**src/rtl/fifo_rd_drain.sv**
```systemverilog
// -----------------------------------------------------------------------------
// fifo_rd_drain
// Read-side consumer for an async FIFO, living entirely in the read clock
// domain. FIFO reads are issued in bursts of BURST_LEN when the FIFO is not
// almost empty, or continuously while a flush is requested. Read data lands
// one cycle after rd_en in a 2-entry skid buffer. The buffer is re-presented
// on a valid/ready stream.
//
// Ports:
//   rd_clk        in   read-domain clock (posedge)
//   rstn          in   asynchronous active-low reset
//   rd_en         out  FIFO read enable
//   rd_data       in   FIFO read data, valid one cycle after rd_en
//   empty         in   FIFO empty flag
//   almost_empty  in   FIFO almost-empty flag
//   underflow     in   FIFO underflow flag
//   flush         in   level request: drain the FIFO to empty
//   out_valid     out  output word available
//   out_ready     in   downstream accepts the output word
//   out_data      out  output word (buffer head)
//   rd_count      out  total FIFO reads issued, wrapping
//   underflow_err out  sticky underflow indication
//   busy          out  FSM active, read in flight or buffer occupied
// -----------------------------------------------------------------------------
module fifo_rd_drain #(
  parameter int unsigned DATA_WIDTH = 8,
  parameter int unsigned BURST_LEN  = 4,
  parameter int unsigned CNT_WIDTH  = 16
) (
  input  logic                  rd_clk,
  input  logic                  rstn,
  output logic                  rd_en,
  input  logic [DATA_WIDTH-1:0] rd_data,
  input  logic                  empty,
  input  logic                  almost_empty,
  input  logic                  underflow,
  input  logic                  flush,
  output logic                  out_valid,
  input  logic                  out_ready,
  output logic [DATA_WIDTH-1:0] out_data,
  output logic [CNT_WIDTH-1:0]  rd_count,
  output logic                  underflow_err,
  output logic                  busy
);

  // Burst counter must be able to hold BURST_LEN itself.
  localparam int unsigned BCW = $clog2(BURST_LEN + 1);

  typedef enum logic [1:0] {
    ST_IDLE  = 2'd0,
    ST_BURST = 2'd1,
    ST_FLUSH = 2'd2
  } state_e;

  state_e                state_q;
  logic [BCW-1:0]        burst_cnt_q;
  logic                  inflight_q;
  logic [DATA_WIDTH-1:0] buf0_q, buf1_q;
  logic [DATA_WIDTH-1:0] buf0_d, buf1_d;
  logic [1:0]            occ_q, occ_d;
  logic [CNT_WIDTH-1:0]  rd_count_q;
  logic                  underflow_err_q;

  logic                  pop_s;
  logic [2:0]            credit_sum_s;
  logic                  credit_ok_s;
  logic                  burst_ok_s;
  logic                  rd_en_s;

  // Read-issue decision: credit counts the word popped this very cycle so
  // a full buffer with out_ready high still sustains one read per cycle.
  always_comb begin
    pop_s        = (occ_q != 2'd0) & out_ready;
    credit_sum_s = {1'b0, occ_q} + {2'b00, inflight_q} - {2'b00, pop_s};
    credit_ok_s  = (credit_sum_s < 3'd2);
    if (state_q == ST_BURST) begin
      burst_ok_s = (burst_cnt_q < BCW'(BURST_LEN));
    end else begin
      burst_ok_s = 1'b1;
    end
    rd_en_s = (state_q != ST_IDLE) & ~empty & credit_ok_s & burst_ok_s;
  end

  // Skid buffer next state: entry 0 is always the head, entry 1 the tail.
  always_comb begin
    buf0_d = buf0_q;
    buf1_d = buf1_q;
    occ_d  = occ_q;
    case ({inflight_q, pop_s})
      2'b10: begin
        if (occ_q == 2'd0) begin
          buf0_d = rd_data;
        end else begin
          buf1_d = rd_data;
        end
        occ_d = occ_q + 2'd1;
      end
      2'b01: begin
        buf0_d = buf1_q;
        occ_d  = occ_q - 2'd1;
      end
      2'b11: begin
        // Simultaneous land and pop: occupancy unchanged, order preserved.
        if (occ_q == 2'd1) begin
          buf0_d = rd_data;
        end else begin
          buf0_d = buf1_q;
          buf1_d = rd_data;
        end
      end
      default: begin
        buf0_d = buf0_q;
        buf1_d = buf1_q;
        occ_d  = occ_q;
      end
    endcase
  end

  // Buffer, in-flight tracking, read counter and sticky error.
  always_ff @(posedge rd_clk or negedge rstn) begin
    if (!rstn) begin
      buf0_q          <= '0;
      buf1_q          <= '0;
      occ_q           <= 2'd0;
      inflight_q      <= 1'b0;
      rd_count_q      <= '0;
      underflow_err_q <= 1'b0;
    end else begin
      buf0_q          <= buf0_d;
      buf1_q          <= buf1_d;
      occ_q           <= occ_d;
      inflight_q      <= rd_en_s;
      rd_count_q      <= rd_count_q + {{(CNT_WIDTH-1){1'b0}}, rd_en_s};
      underflow_err_q <= underflow_err_q | underflow;
    end
  end

  // Control FSM and burst counter.
  always_ff @(posedge rd_clk or negedge rstn) begin
    if (!rstn) begin
      state_q     <= ST_IDLE;
      burst_cnt_q <= '0;
    end else begin
      case (state_q)
        ST_IDLE: begin
          if (flush & ~empty) begin
            state_q <= ST_FLUSH;
          end else if (~almost_empty) begin
            state_q     <= ST_BURST;
            burst_cnt_q <= '0;
          end else begin
            state_q <= ST_IDLE;
          end
        end
        ST_BURST: begin
          // An empty FIFO simply stalls the burst; there is no timeout.
          if (flush) begin
            state_q <= ST_FLUSH;
          end else if (rd_en_s & (burst_cnt_q == BCW'(BURST_LEN - 1))) begin
            state_q <= ST_IDLE;
          end else begin
            state_q <= ST_BURST;
          end
          if (rd_en_s) begin
            burst_cnt_q <= burst_cnt_q + {{(BCW-1){1'b0}}, 1'b1};
          end else begin
            burst_cnt_q <= burst_cnt_q;
          end
        end
        ST_FLUSH: begin
          // Leave only once nothing is left upstream or on the wire and
          // the request has been dropped.
          if (empty & ~inflight_q & ~flush) begin
            state_q <= ST_IDLE;
          end else begin
            state_q <= ST_FLUSH;
          end
        end
        default: begin
          state_q <= ST_IDLE;
        end
      endcase
    end
  end

  assign rd_en         = rd_en_s;
  assign out_valid     = (occ_q != 2'd0);
  assign out_data      = buf0_q;
  assign rd_count      = rd_count_q;
  assign underflow_err = underflow_err_q;
  assign busy          = (state_q != ST_IDLE) | inflight_q | (occ_q != 2'd0);

endmodule

```
**config.mk**
```make
export PLATFORM = sky130hd
export DESIGN_NAME = fifo_rd_drain
export DESIGN_NICKNAME = d
export VERILOG_FILES = /design/src/rtl/fifo_rd_drain.sv
export SDC_FILE = /design/constraint.sdc
export NUM_CORES = 1
export LEC_CHECK = 0
export ABC_CLOCK_PERIOD_IN_PS = 9700
export CORE_MARGIN = 5
export CORE_UTILIZATION = 54
export CTS_BUF_LIST = sky130_fd_sc_hd__clkbuf_8 sky130_fd_sc_hd__clkbuf_16
export DETAILED_ROUTE_END_ITERATION = 7
export PLACE_DENSITY = 0.84
export RECOVER_POWER = 25
export SLEW_MARGIN = 0
export SYNTH_ARGS = -nofsm -noshare
export SYNTH_HDL_FRONTEND = slang
export SYNTH_SLANG_ARGS = --single-unit
```
**constraint.sdc**
```tcl
create_clock -name rd_clk -period 9.7 [get_ports rd_clk]
set_clock_uncertainty 0.15 [all_clocks]
set_input_delay 1.455 -clock rd_clk [delete_from_list [all_inputs] [get_ports rd_clk]]
set_output_delay 1.455 -clock rd_clk [all_outputs]
set_load 0.005 [all_outputs]
```
Word level (Yosys, flattened, before mapping)
Index checks and enable logic that the tools add are counted.
Widths: inputs -> output; s select.
Storage, ports and cells
  flip-flop bits (word level): 41
Operators by class
  mux-type cells: 18
  bitwise operators: 14
  order comparisons: 2
  equality and inequality tests: 13
  add/subtract/negate cells: 6
  reductions and logical operators: 11
Operators with widths (number)
  $mux 8: 4
  $pmux 8 s3: 1
  $add 16x1->16: 1
  $pmux 8 s2: 1
  $ne 2x2->1 const B: 6
  $reduce_bool 2->1: 5
  $mux 3: 3
  $and 1x1->1: 8
  $eq 2x1->1 const B: 3
  $eq 2x2->1 const B: 3
  $mux 2: 3
  $pmux 2 s3: 1
  $pmux 3 s2: 1
  $logic_not 2->1: 2
  $pmux 2 s2: 1
  $reduce_and 4->1: 1
  $add 2x1->3: 1
  $add 3x1->3 const B: 1
  $eq 3x2->1 const B: 1
  $lt 3x2->1 const B: 1
  $lt 3x3->1 const B: 1
  $mux 1: 3
  $not 1->1: 3
  $or 1x1->1: 3
  6 further kinds: 6

Logic depth before layout (Yosys ltp)
Gate-level depths: netlist (run 1).
  depth in word-level cells: 10
  mapped depth: 15
  depth with buffers taken out: 14

Worst setup path before layout (run 1)
OpenSTA, ideal clock, no wires.
  path type: input-to-output
  start point: in out_ready
  end point: out rd_en
  slack: 5061 ps
  arrival: 3034 ps
  stages on the path: 8
  buffers on the path: 1
  path through: nor2b_1 -> buf_6 -> xnor2_1 -> or2b_1 -> fa_1 -> nor2b_1 -> nand3_1 -> a21oi_1
On the way
  word-level cells in the longest chain between the ends: 5
RTL lines
  start: declaration: RTL line 39  | input logic out_ready,
  $and 1x1->1: RTL line 73  | pop_s = (occ_q != 2'd0) & out_ready;
  $sub 3x1->3: RTL line 74  | credit_sum_s = {1'b0, occ_q} + {2'b00, inflight_q} - {2'b00, pop_s};
  $lt 3x2->1: RTL line 75  | credit_ok_s = (credit_sum_s < 3'd2);
  $and 1x1->1 (2 in a row): RTL line 81  | rd_en_s = (state_q != ST_IDLE) & ~empty & credit_ok_s & burst_ok_s;
  end: declaration: RTL line 32  | output logic rd_en,
No other way between the ends.

Final worst setup path (run 1)
Same ends and word-level chain as after synthesis.

==> results of run 1 <==
==> through the flow <==
step | power, uW | worst slack (ps)
2_1_floorplan | 412 | 5060
3_3_place_gp | 492 | 3510
3_5_place_dp | 500 | 3500
4_1_cts | 642 | 3450
5_1_grt | 680 | 3250
6_report | 634 | 3450
==> layer usage <==
metal  vias up  GRT usage, %  share of wire (%)
li1        709             -                  -
met1       663          21.4                 46
met2        43          26.8                 47
met3         4          5.61                5.7
met4         0          5.74                1.1
met5         -             0                  0
==> path summary, 6_finish.rpt <==
kind | to | slack (ps) | depth (start not counted)
worst max-delay path | rd_en | 3450 | 9
worst min-delay path | rd_count[15]$_DFF_PN0_ | 320 | 1
worst max register to register | rd_count[14]$_DFF_PN0_ | 5440 | 14
worst min register to register | rd_count[15]$_DFF_PN0_ | 320 | 1
max in group asynchronous | underflow_err$_DFF_PN0_ | 6600 | 1
min in group asynchronous | out_data[2]$_DFFE_PN0P_ | 1620 | 1
==> cell families (layout without fill, tap and decap cells) <==
logic type	Yosys count	in the layout	synth area share [%]
AO/OA/AOI/OAI	24	24	8.16
XOR/XNOR	17	17	7.58
adder cells (fa/ha/maj)	9	9	5.86
buffers and inverters	14	59	3.70
flip-flops	41	41	52.3
multiplexers	12	12	6.69
AND/OR/NAND/NOR	60	60	15.7
==> final cells by class <==
class / count / area (um^2) / share of cell area [%]
sequential: 41 / 1030 / 40.8
tap: 48 / 60.1 / 2.39
clock buffer: 6 / 82.6 / 3.28
timing repair buffer: 42 / 414 / 16.5
inverter: 9 / 33.8 / 1.34
multi-input combinational: 122 / 865 / 34.4
clock inverter: 2 / 33.8 / 1.34
==> layout by cell type, fill, tap and decap left out, types with 3 or more instances in the layout <==
cell type        synthesis  final
mux2i_1                  3      3
nor3_1                   5      5
inv_1                    8      9
nand3_1                 14     14
nor2_1                  14     14
dfrtp_1                 41     41
nand4_1                  4      4
a31oi_1                  8      8
xnor2_1                  7      7
o21ai_0                  8      8
clkdlybuf4s50_1          0     40
clkbuf_8                 0      6
nor4_1                   4      4
mux2_2                   9      9
nand2_1                  6      6
nor2b_1                  5      5
ha_1                     6      6
xor2_1                  10     10
==> worst max-delay path, delay by kind of cell <==
| kind | cells | cell delay [ps] |
|---|---|---|
| simple gates | 4 | 1170 |
| buf+inv | 2 | 1110 |
| fa+ha+maj | 1 | 480 |
| compound gates | 1 | 240 |
| xor+xnor | 1 | 190 |
==> Yosys cell counts, types with 3 or more instances <==
cell type	instances	area share, %
xnor2_1	7	3.1
inv_1	8	1.5
a31oi_1	8	2.5
nor2_1	14	2.7
mux2_2	9	5.2
ha_1	6	3.8
nor3_1	5	1.3
mux2i_1	3	1.5
nand4_1	4	1.3
nor4_1	4	1.3
nand2_1	6	1.1
nor2b_1	5	1.6
o21ai_0	8	2.0
xor2_1	10	4.5
nand3_1	14	3.6
dfrtp_1	41	52
==> state kept, by name, indices dropped and copies added, names as in the netlist <==
name           cells
burst_cnt_q        3
rd_count          16
inflight_q         1
state_q            2
occ_q              2
buf1_q             8
underflow_err      1
out_data           8
==> power by group <==
| part | leakage (uW) | switching (uW) | internal, uW |
|---|---|---|---|
| combinational | 0.000525 | 99.4 | 131 |
| sequential | 0.000503 | 40.0 | 225 |
| clock | 0.0000626 | 55.6 | 82.8 |
==> run summary, run 1 <==
The run finished, with violations left. The checks that failed: capacitance limit, slew limit. The total negative slack is 0 ps. The TritonCTS buffer count is 5. For this design the ratio of total power to cell area is 252 nW/um^2.

In this run the remaining antenna-violating nets after routing total 0. The total of fill cells in the finished design is between 200 and 300. Global routing consumed, over all layers together, between 10% and 20% of the routing resources. The data arrival time of the worst path is between 4000 and 5000 ps.

The tree built by TritonCTS fans out to 41 sinks. The total die area is ~4900 um^2. The number of detailed-route iterations in the first pass came out at 4.

At the end of routability-driven placement, the weighted congestion stood at about 0.80. Dividing the synthesized area by the synthesized cell count gives between 10 and 15 um^2. The number of setup buffers added after CTS came out at 0. The data required time at the worst endpoint came out at approximately 8000 ps. The via count of the first global-routing pass came to about 1400. The clock network latency to the later pin of the worst-skew pair came out at roughly 290 ps.

The wire length of the first global-routing pass came out at 6600 um. For this design, the slowest cell found on the critical path is nor2b_1. The final count of hold timing violations was 0. The number of buffers on the longest clock path came out at 2. The final-report setup violation count is 0. The count of unique library cells instantiated by Yosys came out at 35. The period utilization is 64.4%. The leakage power came out at about 0.0011 uW. The critical path in this run is classified as input port to output port.

Clock tree synthesis selected as its root buffer the cell clkbuf_8. The max-slew violation count is 42. The synthesis-stage register bit count is a little over 40.

The synthesized net count came out at around 200. The critical path goes through clkdlybuf4s50_1, nor2b_1, xnor2_1, or2b_1, fa_1, nor2b_1, nand3_1, a21oi_1, clkdlybuf4s50_1. The startpoint identified for the worst hold timing path is rd_count[15]$_DFF_PN0_.

The beginning of the worst register-to-register path is occ_q[1]$_DFFE_PN0P_. The fraction of layout cells with a size suffix above 1 is between 10 and 15%. IR analysis of the VDD net gives a maximum drop of 0.166 mV. The number of cells in the design after placement came out at 262.

The net count of the finished layout is around 240. TritonCTS built the clock tree. The routed length per instance came out at 13.9 um. Clock-pin slew was measured on the worst setup and hold paths at 70 ps.

The count of boundary I/O pins is 43. In this run, post-CTS repair resized a total of 0 instances. The initial DRC count is a little over 80. Setup repair after global routing left no endpoint under its margin. Global routing finished with a remaining overflow of 0. The number of cells produced by synthesis came out at between 150 and 200. The signed area change from the synthesized netlist to the final layout is 28.1%. The initial antenna violation count was 0. The H-tree generated during clock tree synthesis spans 2 levels. Once detailed placement completed, the half-perimeter wirelength came to approximately 2700 um.

The worst path in the final design needs a cycle of between 6000 and 7000 ps, including I/O delays and setup. The netlist area before placement came out at 1960 um^2. The count of hold buffers inserted by post-cts repair is 0. The total number of placement rows is 22. The overall die width is 70.3 um.

The final cell count without fillers is 270. After detailed routing, the number of vias per cell comes to 5.26. The min-delay analysis places its worst path in the category flop to flop. The final hold slack came out at 317 ps. The relative slew slack is -39.2%.

From bottom edge to top edge, the die measures 70.3 um. After detailed routing, the number of remaining DRC violations is 0. For the pin with the worst max-slew slack, the measured transition is about 2100 ps. The peak fanout along the critical path is 10. The core box area came out at approximately 3600 um^2. Once layout is complete, the utilization of the core stands at between 70% and 80%.

Timing would allow up to 160 MHz. The antenna cell count is 0. The yosys synthesis warning count is 0.

The total detailed-routing wirelength is approximately 3800 um. The pin count of the biggest net entering global routing is 42. In this run the worst setup path begins at out_ready. The share of synthesized registers carrying an async set or reset is 100%. The part of the Yosys area used for sequential elements came out at between 50% and 60%. The post-placement cell area came out at around 2400 um^2.

The most frequently used flop master after synthesis is dfrtp_1. The nature of the critical path startpoint is an input port. The via count is 1419. The endpoint type of the worst setup path is an output port. The count of buffers added on input and output ports is 42. For this run, the slowest stage of the critical path takes just under 600 ps. The number of enable flip-flop cells after synthesis is 0. The cell area after layout is ~2500 um^2. The starting density of the core came out at 54.9%. Across the run, the number of max-cap violations was 1.
(Power assumes the default switching activity.)
==> run 2, diff against run 1 <==
- ABC_CLOCK_PERIOD_IN_PS: 9700 -> 6500
- CORE_UTILIZATION: 54 -> 50
- PLACE_DENSITY: 0.84 -> 0.79
- clock period: 9.7 -> 6.5 ns (I/O delays scaled with it)
==> run 2 against run 1 <==
Net effect: the flow still finishes with violations (capacitance limit, slew limit); flip-flop and latch count unchanged; core utilization is 3.5 points lower; final cell count unchanged; die area is 6.8% higher; clock power is 31% higher; sequential power up 50%; first-iteration DRC count fell by 25%; count of clock-buffer cells in the layout increased by 1; total power is 46% higher; worst hold slack worse by 2.7 ps; critical path type unchanged; critical endpoint unchanged.
==> run summary, run 2 (synthesis gave the netlist of run 1 again) <==
The total power divided by cell area is approximately 370 nW/um^2. The startpoint identified for the worst register-to-register timing path is occ_q[1]$_DFFE_PN0P_. The completed layout was analyzed and its total power is 927 uW. In this run the deepest clock path goes through 2 buffers.

From bottom edge to top edge, the die measures just over 70 um. The transition time at the pin with the least slew margin came out at 2100 ps. The final layout contains routed wiring with a total length of roughly 4000 um. The signed area change from the synthesized netlist to the final layout came out at 27.3%. After clock tree synthesis, the clock-pin slew on the worst setup and hold paths is 70 ps. The final-report setup violation count came out at 0. During I/O placement, the number of pins put on the boundary was 43. The first routing iteration left 62 violations. The number of cells in the design after placement is 262.

The H-tree depth is 2. The checks that failed: capacitance limit, slew limit. The via-per-instance ratio came out at between 5 and 6. The maximum VDD drop came out at approximately 0.21 mV. The initial antenna violation count came to 0. The path class of the tightest hold or removal check is flop to flop. In this run the worst path has a maximum fanout of 10. Setup repair after global routing left no endpoint under its margin. The total DRC errors in the routed layout is 0. The final count of hold timing violations was 0. From left edge to right edge, the die measures 72.7 um. The startpoint identified for the worst hold timing path is rd_count[15]$_DFF_PN0_. The half-perimeter wire length after detailed placement is 2950 um. The congestion estimate from routability-driven global placement came to approximately 0.83. The total number of placement rows came out at 22.

Detailed routing inserted a total of 1436 vias. The clock drives a little over 40 sinks. The wire length of the first global-routing pass came out at 7200 um. Subtracting the final worst setup slack from the clock period gives 5360 ps. The leakage power is 0.00108 uW. The total negative slack came out at 0 ps. The data arrival time of the worst path is approximately 4200 ps. The run finished, with violations left. STA classifies the critical path endpoint as an output port.

The library cell used most frequently in the layout, excluding fill and tap cells, is dfrtp_1. The count of input and output buffers is between 40 and 50. The count of hold buffers inserted by post-cts repair is 0. The number of gates resized after CTS was 0. The critical path starts at out_ready. The first TritonRoute pass finished after 4 iterations.

The net count of the finished layout came out at approximately 240. The global-route usage over all layers came out at approximately 18%. The pin count of the biggest net entering global routing is 42.

In the layout the commonest cells are 41 x dfrtp_1, 40 x clkdlybuf4s50_1, 14 x nor2_1, 14 x nand3_1, 10 x xor2_1. The final cell count without fillers came out at 270. The max-slew violation count was 42. The detail route stage leaves a number of antenna-violating nets equal to 0. The clock network latency to the later pin of the worst-skew pair is 290 ps.

The number of maximum-capacitance constraint violations is 1. The routed length per instance is approximately 15 um. In this run the register-to-register setup slack is 2070 ps. Timing would allow up to 186 MHz.

The register with the most flip-flops in the layout has 16 of them. TritonCTS built the clock tree. The total die area is 5280 um^2. Headroom to the max-slew limit came out at -40.0%. The via count of the first global-routing pass came out at between 1500 and 2000. The period utilization came out at between 80% and 90%. The antenna cell count is 0. The total global routing overflow is 0.

For this configuration, the core starts out at a cell density of 52.4%. The post-route netlist has 10.8% of its cells at a drive strength greater than 1. Buffers inserted during clock tree synthesis total 5. The critical path is of the input port to output port type. STA classifies the critical path startpoint as an input port.

The data required time at the worst endpoint is ~5400 ps. The number of setup buffers added after CTS is 0. The tree is rooted in a clkbuf_8.

The core region is approximately 3700 um^2.
[run 2: worst max-delay path, stage by stage]
cell and delay [ps]:
clkdlybuf4s50_1 560, nor2b_1 600, xnor2_1 200, or2b_1 270
fa_1 490, nor2b_1 200, nand3_1 160, a21oi_1 240
clkdlybuf4s50_1 560
[run 2: cell type report]
| cell class | count | area [um^2] |
|---|---|---|
| fillers | 296 | 1240 |
| repair buffers | 42 | 414 |
| flip-flops and latches | 41 | 1030 |
| inverters | 9 | 33.8 |
| clock inverters | 1 | 5.00 |
| well taps | 48 | 60.1 |
| clock buffers | 7 | 96.3 |
| multi-input cells | 122 | 865 |
[run 2: routing by layer]
layer / GRT usage [%] / routed length, um
met1: 21.8 / 1750
met5: 0 / 0
met2: 28.4 / 1960
met3: 6.20 / 242
met4: 5.94 / 50
[run 2: final timing paths]
| path | cells past startpoint | end |
|---|---|---|
| max in group asynchronous | 1 | inflight_q$_DFF_PN0_ |
| setup / recovery | 9 | rd_en |
| setup reg to reg | 14 | rd_count[14]$_DFF_PN0_ |
| hold reg to reg | 1 | rd_count[15]$_DFF_PN0_ |
| min in group asynchronous | 1 | buf1_q[7]$_DFFE_PN0P_ |
| hold / removal | 1 | rd_count[15]$_DFF_PN0_ |
[run 2: report_power, final]
part	total [uW]	internal, uW	switching (uW)
sequential	398	336	61.7
combinational	348	197	152
clock	181	95.9	85.2
[run 2: per-stage QoR]
step	utilization, %	hold slack (ps)	instance area, um^2	setup slack (ps)
floorplan	-	302	1960	2670
global route	66.8	342	2500	842
detailed placement	64.1	305	2400	1160
global placement	64.1	300	2400	1300
finish	66.8	315	2500	1140
CTS	66.8	322	2500	1150
